File: src/rtl/mem_port_arbiter.sv
// Shares one fixed-latency single-port memory between fetch, load and store with in-order tagged reads.
// Optional statistics counters are built when MEM_ARB_STATS_EN is defined.
module mem_port_arbiter #(
    parameter int READ_LAT     = 1,
    parameter int STARVE_LIMIT = 4
) (
    input  logic        clk,
    input  logic        rst_n,
    input  logic        flush,
    input  logic        f_req,
    input  logic [14:0] f_addr,
    output logic        f_gnt,
    output logic        f_rvalid,
    output logic [15:0] f_rdata,
    input  logic        l_req,
    input  logic [14:0] l_addr,
    output logic        l_gnt,
    output logic        l_rvalid,
    output logic [15:0] l_rdata,
    input  logic        s_req,
    input  logic [14:0] s_addr,
    input  logic [15:0] s_data,
    output logic        s_gnt,
    output logic        m_ren,
    output logic [14:0] m_raddr,
    input  logic [15:0] m_rdata,
    output logic        m_wen,
    output logic [14:0] m_waddr,
    output logic [15:0] m_wdata,
    output logic [15:0] stat_f_wait,
    output logic [15:0] stat_boost
);

    typedef enum logic {ST_NORMAL = 1'b0, ST_BOOST = 1'b1} state_t;

    localparam logic [3:0] LP_LIMIT = 4'(STARVE_LIMIT);

    state_t            r_state;
    logic [3:0]        r_starve;
    logic [READ_LAT:0] r_tag_vld;
    logic [READ_LAT:0] r_tag_ld;
    logic              r_m_ren;
    logic              r_m_wen;
    logic [14:0]       r_m_raddr;
    logic [14:0]       r_m_waddr;
    logic [15:0]       r_m_wdata;
    logic              r_f_rvalid;
    logic              r_l_rvalid;
    logic [15:0]       r_f_rdata;
    logic [15:0]       r_l_rdata;

    logic              w_f_gnt;
    logic              w_l_gnt;
    logic              w_s_gnt;
    logic [3:0]        w_starve_nxt;
    logic              w_enter_boost;

    always_comb begin
        w_f_gnt = 1'b0;
        w_l_gnt = 1'b0;
        w_s_gnt = 1'b0;
        if (rst_n) begin
            if (r_state == ST_BOOST && f_req) w_f_gnt = 1'b1;
            else if (s_req)                   w_s_gnt = 1'b1;
            else if (l_req)                   w_l_gnt = 1'b1;
            else if (f_req)                   w_f_gnt = 1'b1;
        end
    end

    always_comb begin
        w_starve_nxt = 4'd0;
        if (f_req && !w_f_gnt)
            w_starve_nxt = (r_starve == 4'hf) ? 4'hf : r_starve + 4'd1;
    end

    assign w_enter_boost = (r_state == ST_NORMAL) && (w_starve_nxt == LP_LIMIT);

    always_ff @(posedge clk) begin
        if (!rst_n) begin
            r_state    <= ST_NORMAL;
            r_starve   <= 4'd0;
            r_tag_vld  <= '0;
            r_tag_ld   <= '0;
            r_m_ren    <= 1'b0;
            r_m_wen    <= 1'b0;
            r_m_raddr  <= 15'd0;
            r_m_waddr  <= 15'd0;
            r_m_wdata  <= 16'd0;
            r_f_rvalid <= 1'b0;
            r_l_rvalid <= 1'b0;
            r_f_rdata  <= 16'd0;
            r_l_rdata  <= 16'd0;
        end else begin
            r_starve <= w_starve_nxt;
            case (r_state)
                ST_NORMAL: if (w_enter_boost) r_state <= ST_BOOST;
                ST_BOOST:  if (w_f_gnt || !f_req) r_state <= ST_NORMAL;
                default:   r_state <= ST_NORMAL;
            endcase

            r_m_ren <= w_f_gnt | w_l_gnt;
            r_m_wen <= w_s_gnt;
            if (w_l_gnt)      r_m_raddr <= l_addr;
            else if (w_f_gnt) r_m_raddr <= f_addr;
            if (w_s_gnt) begin
                r_m_waddr <= s_addr;
                r_m_wdata <= s_data;
            end

            // A flush kills fetch tags still short of the data stage; the one being consumed survives.
            r_tag_vld[0] <= w_l_gnt | (w_f_gnt & ~flush);
            r_tag_ld[0]  <= w_l_gnt;
            for (int i = 1; i <= READ_LAT; i++) begin
                r_tag_vld[i] <= r_tag_vld[i-1] & (r_tag_ld[i-1] | ~flush);
                r_tag_ld[i]  <= r_tag_ld[i-1];
            end

            r_f_rvalid <= r_tag_vld[READ_LAT] & ~r_tag_ld[READ_LAT];
            r_l_rvalid <= r_tag_vld[READ_LAT] &  r_tag_ld[READ_LAT];
            if (r_tag_vld[READ_LAT] && !r_tag_ld[READ_LAT]) r_f_rdata <= m_rdata;
            if (r_tag_vld[READ_LAT] &&  r_tag_ld[READ_LAT]) r_l_rdata <= m_rdata;
        end
    end

`ifdef MEM_ARB_STATS_EN
    logic [15:0] r_stat_f_wait;
    logic [15:0] r_stat_boost;

    always_ff @(posedge clk) begin
        if (!rst_n) begin
            r_stat_f_wait <= 16'd0;
            r_stat_boost  <= 16'd0;
        end else begin
            if (f_req && !w_f_gnt && r_stat_f_wait != 16'hffff)
                r_stat_f_wait <= r_stat_f_wait + 16'd1;
            if (w_enter_boost && r_stat_boost != 16'hffff)
                r_stat_boost <= r_stat_boost + 16'd1;
        end
    end

    assign stat_f_wait = r_stat_f_wait;
    assign stat_boost  = r_stat_boost;
`else
    assign stat_f_wait = 16'h0;
    assign stat_boost  = 16'h0;
`endif

    assign f_gnt    = w_f_gnt;
    assign l_gnt    = w_l_gnt;
    assign s_gnt    = w_s_gnt;
    assign m_ren    = r_m_ren;
    assign m_raddr  = r_m_raddr;
    assign m_wen    = r_m_wen;
    assign m_waddr  = r_m_waddr;
    assign m_wdata  = r_m_wdata;
    assign f_rvalid = r_f_rvalid;
    assign f_rdata  = r_f_rdata;
    assign l_rvalid = r_l_rvalid;
    assign l_rdata  = r_l_rdata;

endmodule

File: config.mk
export PLATFORM = sky130hd
export DESIGN_NAME = mem_port_arbiter
export DESIGN_NICKNAME = d
export VERILOG_FILES = /design/src/rtl/mem_port_arbiter.sv
export SDC_FILE = /design/constraint.sdc
export NUM_CORES = 1
export LEC_CHECK = 0
export CAP_MARGIN = 20
export CELL_PAD_IN_SITES_DETAIL_PLACEMENT = 0
export CELL_PAD_IN_SITES_GLOBAL_PLACEMENT = 2
export CORE_ASPECT_RATIO = 0.6
export CORE_UTILIZATION = 23
export DETAILED_ROUTE_END_ITERATION = 16
export GPL_TIMING_DRIVEN = 0
export PLACE_DENSITY_LB_ADDON = 0.1
export REMOVE_ABC_BUFFERS = 1
export SLEW_MARGIN = 0
export SYNTH_ARGS = -nofsm -noshare
export SYNTH_HDL_FRONTEND = slang
export SYNTH_SLANG_ARGS = --single-unit
File: constraint.sdc
create_clock -name clk -period 2.93 [get_ports clk]
set_input_delay 0.4395 -clock clk [delete_from_list [all_inputs] [get_ports clk]]
set_output_delay 0.4395 -clock clk [all_outputs]
set_load 0.01 [all_outputs]
==> results of run 1 <==
layout make-up:
cell class,instances,area [µm²],area share [%]
Clock buffer,10,239,4.13
Inverter,4,15.0,0.260
Multi-Input combinational cell,273,1670,28.9
Timing Repair Buffer,171,1730,29.9
Tap cell,203,254,4.39
Clock inverter,6,48.8,0.844
Sequential cell,91,1820,31.5
cells in the mapped netlist (all sizes together), types with 2 or more instances:
cell    count  area (µm²)
a21boi     33         248
a21oi       2        10.0
a22o       31         272
a31oi      17         156
and2        4        25.0
and3        4        25.0
buf        56         373
clkbuf     11        41.3
dfxtp      91        1820
inv         4        15.0
nand2      83         312
nand2b      2        12.5
nand3       2        10.0
nor3        3        15.0
nor3b       2        15.0
o21a        2        15.0
o31ai      30         225
or3        15        93.8
metrics by stage:
| stage | setup TNS [ns] | instance area [µm²] | std cells |
|---|---|---|---|
| 6_report | 0 | 5780 | 758 |
| 3_3_place_gp | -117.47 | 5400 | 737 |
| 5_1_grt | 0 | 5780 | 758 |
| 4_1_cts | 0 | 5760 | 756 |
| 3_5_place_dp | -10.44 | 5460 | 739 |
| 2_1_floorplan | 0 | 3470 | 367 |
worst register-to-register path, cell delays in order (launching register included):
cell	delay (ns)
dfxtp_1	0.37
and2_4	0.48
o21a_1	0.81
a31oi_1	0.16
final timing paths:
| check | start | endpoint | depth (start not counted) |
|---|---|---|---|
| worst min-delay path | r_tag_vld[0] | r_tag_vld[1] | 1 |
| worst max-delay path | s_req | s_gnt | 4 |
| worst min register to register | r_tag_vld[0] | r_tag_vld[1] | 1 |
| worst max register to register | r_state | m_raddr[5] | 3 |
registers in the layout (all words and copies together), names as in the netlist, 2 cells and up:
name,count
f_rdata,16
l_rdata,16
m_wdata,16
m_raddr,15
m_waddr,15
r_starve,4
r_tag_ld,2
r_tag_vld,2
cells in the final DEF (no fill, tap or decap), types with 3 or more instances in the layout:
cell | Yosys | final
clkdlybuf4s50_1 | 0 | 165
dfxtp_1 | 91 | 91
nand2_1 | 83 | 81
conb_1 | 1 | 32
a22o_1 | 31 | 31
a21boi_0 | 31 | 31
o31ai_1 | 30 | 30
or3_1 | 15 | 15
a31oi_1 | 9 | 9
clkbuf_16 | 0 | 9
a31oi_2 | 8 | 8
inv_1 | 4 | 4
and3_1 | 4 | 3
and2_1 | 4 | 3
kinds of logic (layout without fill, tap and decap cells):
logic type / Yosys count / in the layout / share of synthesized area [%]
XOR/XNOR: 1 / 1 / 0.232
AND/OR/NAND/NOR: 119 / 119 / 14.2
other: 1 / 32 / 0.0995
adder cells (fa/ha/maj): 1 / 1 / 0.332
AO/OA/AOI/OAI: 119 / 120 / 25.5
buffers and inverters: 71 / 191 / 11.4
flip-flops: 91 / 91 / 48.3
power groups by stage:
stage / clock (W) / combinational [W] / sequential (W)
after CTS: 0.00117 / 0.000411 / 0.00131
after global placement: 0 / 0.000402 / 0.00134
after global routing: 0.00123 / 0.000442 / 0.00132
after floorplan: 0 / 0.000116 / 0.00136
after detailed placement: 0 / 0.000405 / 0.00134
final: 0.00112 / 0.000408 / 0.00131
per-layer routing:
metal / GRT usage, % / part of all wire, % / vias up
li1: - / - / 1649
met1: 18.6 / 50 / 1528
met2: 20.2 / 42 / 123
met3: 5.35 / 7.6 / 5
met4: 3.39 / 0.49 / 0
met5: 0 / 0 / -
what timing repair did:
| action | CTS | global route |
|---|---|---|
| setup endpoints to repair | 20 | 3 |
| pin swaps | 1 | 0 |
| resized for setup | 5 | 3 |
| hold buffers | 0 | 0 |
| setup buffers | 0 | 2 |
| gates cloned | 1 | 0 |
==> metrics.txt, run 1 <==
setup slack after layout 0.221 ns; core area 0.0157 mm²; Worst VDD drop 197 µV; PwrDens 491 mW/mm²; vias in the first global route 3191; Yosys warnings 0; DP Worst Slack -0.723 ns; residual DRC count 0; vias 3305; largest net degree at the start of global routing 53; Die Span X 167 µm; first-pass GRT wire length 18000 µm; combinational share of power 14.4%; wirelength, routed 11700 µm; Slew @ Worst Pin 0.894 ns; synthesis-stage register bit count 91; Top FF cell, synth dfxtp_1; Final Net Count 634; H-Tree Depth 3; Worst setup EP type output port; critical path peak fanout 25; Layout area overhead 53.4%; Hold Crit Class reg -> reg; share of cells above drive strength 1 6.85%; RSZ-0062 raised after global routing false; die height 101 µm; Tot GR Track Use 13.7%; Slew Limit Headroom 40.4%; Fin Clk Skew 0.0115 ns; clock share of power 39.4%; Crit Path Class in -> out; Syn Inst Count 403; status complete, no violations; Top Ports 200; final period utilization 92.5%; Avg Inst Size Synth 9.35 µm²; register area share after synthesis 48.3%; maximum clock path buffer count 2; arrival time of the worst setup path 2.27 ns; Worst setup SP type input pin; Final setup viols 0; Async S/R FF share, synth 0%; clk_lat worst skew 0.34 ns; Worst-path clk slew 0.07 ns; final slew viol count 0; Final Hold Fails 0; switching pwr 0.000709 W; starting density of the core 24.0%; Critical-path top delay cell clkdlybuf4s15_2; clock buffer count from CTS 9; Reg power frac 46.3%; CTS root buf clkbuf_16; EDFF count, synth 0; I/O Buffers 167; Final Util 36.9%; cell area after synthesis 0.00377 mm²; ANT nets after route 0; Filler cells 1574; routed len/inst 15.4 µm; Tot Pwr 0.00284 W; cell-internal power 0.00213 W; CP max stage delay 0.58 ns; Via density 4.36; hold slack 0.448 ns; gr ovfl total 0; GPL Wtd Cong 0.695; Die ar. 0.0169 mm²; Min Clock Period, post-route 2.71 ns; R2R setup slack 0.96 ns; Sw Share 25.0%; Static Leak 2.09 nW; DP Wirelength 7600 µm; initial DRC count 98; ANT cells 0; Std-Cell Rows 35; Max Fclk 369 MHz; initial antenna violation count 0; clk sinks 91; library cells used by synthesis 33; drt first pass iters 4; Max Cap Viol 0; Buffers & Inverters on Critical Path 3; Cell Chain, Critical Path clkdlybuf4s15_2 -> and3_2 -> buf_16 -> clkdlybuf4s50_1; cell family with most CP delay buffers and inverters; CTS tree built; Worst EP required 2.49 ns
Power figures use the tool's default switching activity.
==> run 2: changes to the inputs <==
REMOVE_ABC_BUFFERS = unset   (was 1)
==> run 2 against run 1 <==
Against the previous run:
- combinational power increased by 9.8%
- clock-buffer cell count is the same
- sequential power about the same
- flip-flop and latch count unchanged
- core utilization increased by 2.0 points
- die area unchanged
- total power rose by 3.2%
- design area is 5.4% higher
- non-clock buffer count up 62
- sequential share of layout area is 1.6 points lower
- clock power up 4%
- critical endpoint is now l_gnt
==> metrics.txt, run 2 (synthesis results as in run 1) <==
Std-Cell Rows 35; drt first pass iters 4; Worst EP required 2.49 ns; Finished Layout Cells 819; critical path peak fanout 10; Placed Instance Area 0.00580 mm²; # hold bufs at CTS 0; busiest layer in global routing met1; gr ovfl total 0; starting density of the core 24.0%; DP Worst Slack 0.193 ns; Slew @ Worst Pin 0.629 ns; final period utilization 93.0%; Hold Crit Class reg -> reg; Max Fclk 367 MHz; vias 3539; share of cells above drive strength 1 12.8%; Min Clock Period, post-route 2.73 ns; final slew viol count 0; RSZ-0062 raised after global routing false; worst hold path startpoint r_tag_vld[0]; initial antenna violation count 0; routed len/inst 15.3 µm; residual DRC count 0; M3 GR Usage 6.41%; Fin Clk Skew 0.00829 ns; Die Span X 167 µm; hold path cells 1; Die ar. 0.0169 mm²; setup slack after layout 0.205 ns; status complete, no violations; CTS tree built; Final Hold Fails 0; Static Leak 2.35 nW; DP Wirelength 9620 µm; H-Tree Depth 3; GR Util met1 21.6%; Tot GR Track Use 14.7%; initial DRC count 138; PwrDens 481 mW/mm²; Via density 4.32; design area 0.00610 mm²; commonest non-fill, non-tap cell in the layout clkdlybuf4s50_1; dpl cells 803; arrival time of the worst setup path 2.29 ns; Slew Limit Headroom 58.0%; ANT cells 0; first-pass GRT wire length 19200 µm; clk sinks 91; Worst-path clk slew 0.06 ns; reg2reg start r_state; Worst setup SP type input pin; Worst VDD drop 262 µV; I/O Buffers 166; wirelength, routed 12500 µm; Worst setup EP type output port; Max Cap Viol 0; PostCTS Resize Cnt 0; Final Net Count 695; largest net degree at the start of global routing 16; Crit Path Class in -> out; ANT nets after route 0; R2R setup slack 1.44 ns; Hold Path End r_tag_vld[1]; most frequent cells in the layout 166 x clkdlybuf4s50_1, 91 x dfxtp_1, 83 x nand2_1; die height 101 µm; CTS root buf clkbuf_16; TNS Setup 0 ns; Layout area overhead 61.7%; met2 Usage GRT 19.5%; vias in the first global route 3374; Critical R2R Capture m_raddr[13]; core area 0.0157 mm²; postcts setup bufs 0; GPL Wtd Cong 0.822; path depth of the worst reg2reg path 5; Final Util 38.9%; clk_lat worst skew 0.33 ns; maximum clock path buffer count 2; Final setup viols 0; Top Ports 200; clock buffer count from CTS 9
## run 2: cell count changes in the layout (fill, tap and decap cells not counted), moves of 2 or more
| cell | change |
|---|---|
| buf_2 | +21 |
| buf_4 | +30 |
| buf_6 | +2 |
| clkbuf_1 | +12 |
| nand2_1 | +2 |
| nand2_2 | -2 |
## run 2: metrics by stage
stage	hold WS, ns	total power [W]
5_1_grt	0.465	0.00308
4_1_cts	0.453	0.00298
2_1_floorplan	0.430	0.00153
3_5_place_dp	0.441	0.00179
3_3_place_gp	0.441	0.00179
6_report	0.449	0.00293
## run 2: power by group
group | internal, W | total (W) | leakage [nW] | switching (W)
Sequential | 0.00129 | 0.00132 | 0.744 | 0.0000295
Combinational | 0.000265 | 0.000448 | 1.47 | 0.000183
Clock | 0.000664 | 0.00117 | 0.143 | 0.000502
Total | 0.00222 | 0.00293 | 2.35 | 0.000714
## run 2: metal layers
layer  up-vias  wire, µm
li1       1769         -
met1      1620      6380
met2       142      4770
met3         8      1310
met4         0        58
met5         -         0
## run 2: how the worst max path moves through the flow
stage          startpoint  endpoint  slack [ns]  cells after the start
6_report            f_req     l_gnt        0.20                      5
5_1_grt             f_req     s_gnt        0.07                      6
4_1_cts             f_req     l_gnt        0.19                      5
3_5_place_dp        f_req     l_gnt        0.19                      5
3_3_place_gp        f_req     s_gnt        0.23                      6
2_1_floorplan       rst_n     s_gnt        1.40                      4
## run 2: layout make-up
type	count	area, µm²
clock buffers	10	229
clock inverters	6	65.1
plain buffers	67	414
multi-input cells	272	1640
repair buffers	166	1660
flip-flops and latches	91	1820
inverters	4	15.0
well taps	203	254
fillers	1609	9580
## run 2: worst max-delay path, stage by stage
cell	delay (ns)
clkdlybuf4s50_1	0.49
and2_1	0.20
buf_2	0.19
nor3_1	0.35
clkdlybuf4s50_1	0.63
==> RTL edit, RTL diff (flow settings as in run 2) <==
The parameter `READ_LAT` goes from 1 to 2.
--- a/src/rtl/mem_port_arbiter.sv
+++ b/src/rtl/mem_port_arbiter.sv
@@ -2,5 +2,5 @@
 // Optional statistics counters are built when MEM_ARB_STATS_EN is defined.
 module mem_port_arbiter #(
-    parameter int READ_LAT     = 1,
+    parameter int READ_LAT     = 2,
     parameter int STARVE_LIMIT = 4
 ) (
Formal check against the unedited RTL: not equivalent (a bounded check fails within 4 cycles, from zero or initial values and one cycle with rst_n low).
==> RTL edit against run 2 <==
  * Maximum frequency is 0.11% lower
  * Largest cell class unchanged
  * Non-clock buffer count is 1 higher
  * Sequential cell count increased by 2
  * Critical endpoint is now s_gnt
  * First-iteration DRC count increased by 65%
  * Register-to-register slack worse by 0.09 ns
  * Sequential share of layout area is 0.56 points higher
  * Routed wire length shrank 1.7%
  * Area after synthesis rose by 0.27%
  * Highest routed layer unchanged
  * Design area is 0.33% higher
  * Clock power down 3%
  * Power decreased by 1.1%
  * Setup slack worse by 0.0029 ns
  * Cell count rose by 0.61%
==> RTL edit: results (changes against run 2) <==
[placed_design]
dp.cells = 808  ; +0.62%
placed_area_um2 = 5820  ; +0.35%
dp_slack_ns = 0.139  ; -0.0539 ns
portBuffers = 167  ; +0.60%
dp_hpwl_um = 9420  ; -2.1%

[status]
status = complete, no violations

[setup_path]
crit_path_max_incr_delay_ns = 0.57  ; -0.06 ns
r2r_end = m_raddr[6]
r2r_slack_ns = 1.35  ; -0.09 ns

[finish]
num-nonclk-buffers = 234  ; +0.43%
multi_input_area_share_pct = 26.3  ; -0.56 points
finish.net_count = 700  ; +0.72%
fin_cells = 824  ; +0.61%
regArea_um2 = 1860  ; +2.2%
bufAreaShareNonClock_pct = 34.2  ; +0.11 points
clkCellAreaFrac_pct = 4.73  ; -0.098 points
clock_buffers = 12  ; +2

[power_and_ir_drop]
vdd_drop_max_mv = 0.241  ; -7.9%
switchingPower_uw = 702  ; -1.7%
p_leak_uw = 0.00237  ; +0.67%
power_uw = 2900  ; -1.1%
comb-power_uw = 430  ; -4%

[logic_synthesis]
synth_seq_area_share_pct = 49.3  ; +0.93 points
synth_cell_types = 32  ; -3.0%
synthCells = 407  ; +0.99%

[route]
drtIter0Drc = 228  ; +65%
wl_per_cell_um = 14.9  ; -2.3%
wl_met3_um = 1240  ; -5.4%
vias_per_cell = 4.29  ; -0.72%

[grt]
grtUsageMet2_pct = 19.7  ; +0.22 points
gr-usage-met3_pct = 6.02  ; -0.39 points
grt_pass1_wl_um = 18800  ; -2.2%

[cts]
cts.sinks = 93  ; +2.2%

[sta]
timing.hold.ws_ns = 0.448  ; -0.000818 ns
min_period_ns = 2.73  ; +0.00292 ns
worst_pin_slew_ns = 0.603  ; -0.0259 ns
fin_skew_ns = 0.00868  ; +0.000393 ns

RTL edit: changes by cell type after synthesis, sizes merged:
cell    delta
dfxtp      +2
clkbuf     +3
buf        -3
o211a      +1
and2       +1
RTL edit: kinds of logic (layout without fill, tap and decap cells):
logic type	Yosys count	in the layout	share of synthesized area, %
AO/OA/AOI/OAI	120	120	24.3
XOR/XNOR	1	1	0.232
adder cells (fa/ha/maj)	1	1	0.331
buffers and inverters	71	254	11.5
flip-flops	93	93	49.3
other	1	32	0.0992
AND/OR/NAND/NOR	120	120	14.3
RTL edit: repair_timing:
action                                  in CTS  in global routing
resized for setup                            0                  1
endpoints found under the setup margin       0                  1
hold buffers                                 0                  0
RTL edit: worst max path at each step:
stage          endpoint  cells past startpoint
4_1_cts           l_gnt                      5
6_report          s_gnt                      6
2_1_floorplan     l_gnt                      3
5_1_grt           s_gnt                      6
3_5_place_dp      l_gnt                      5
3_3_place_gp      l_gnt                      5
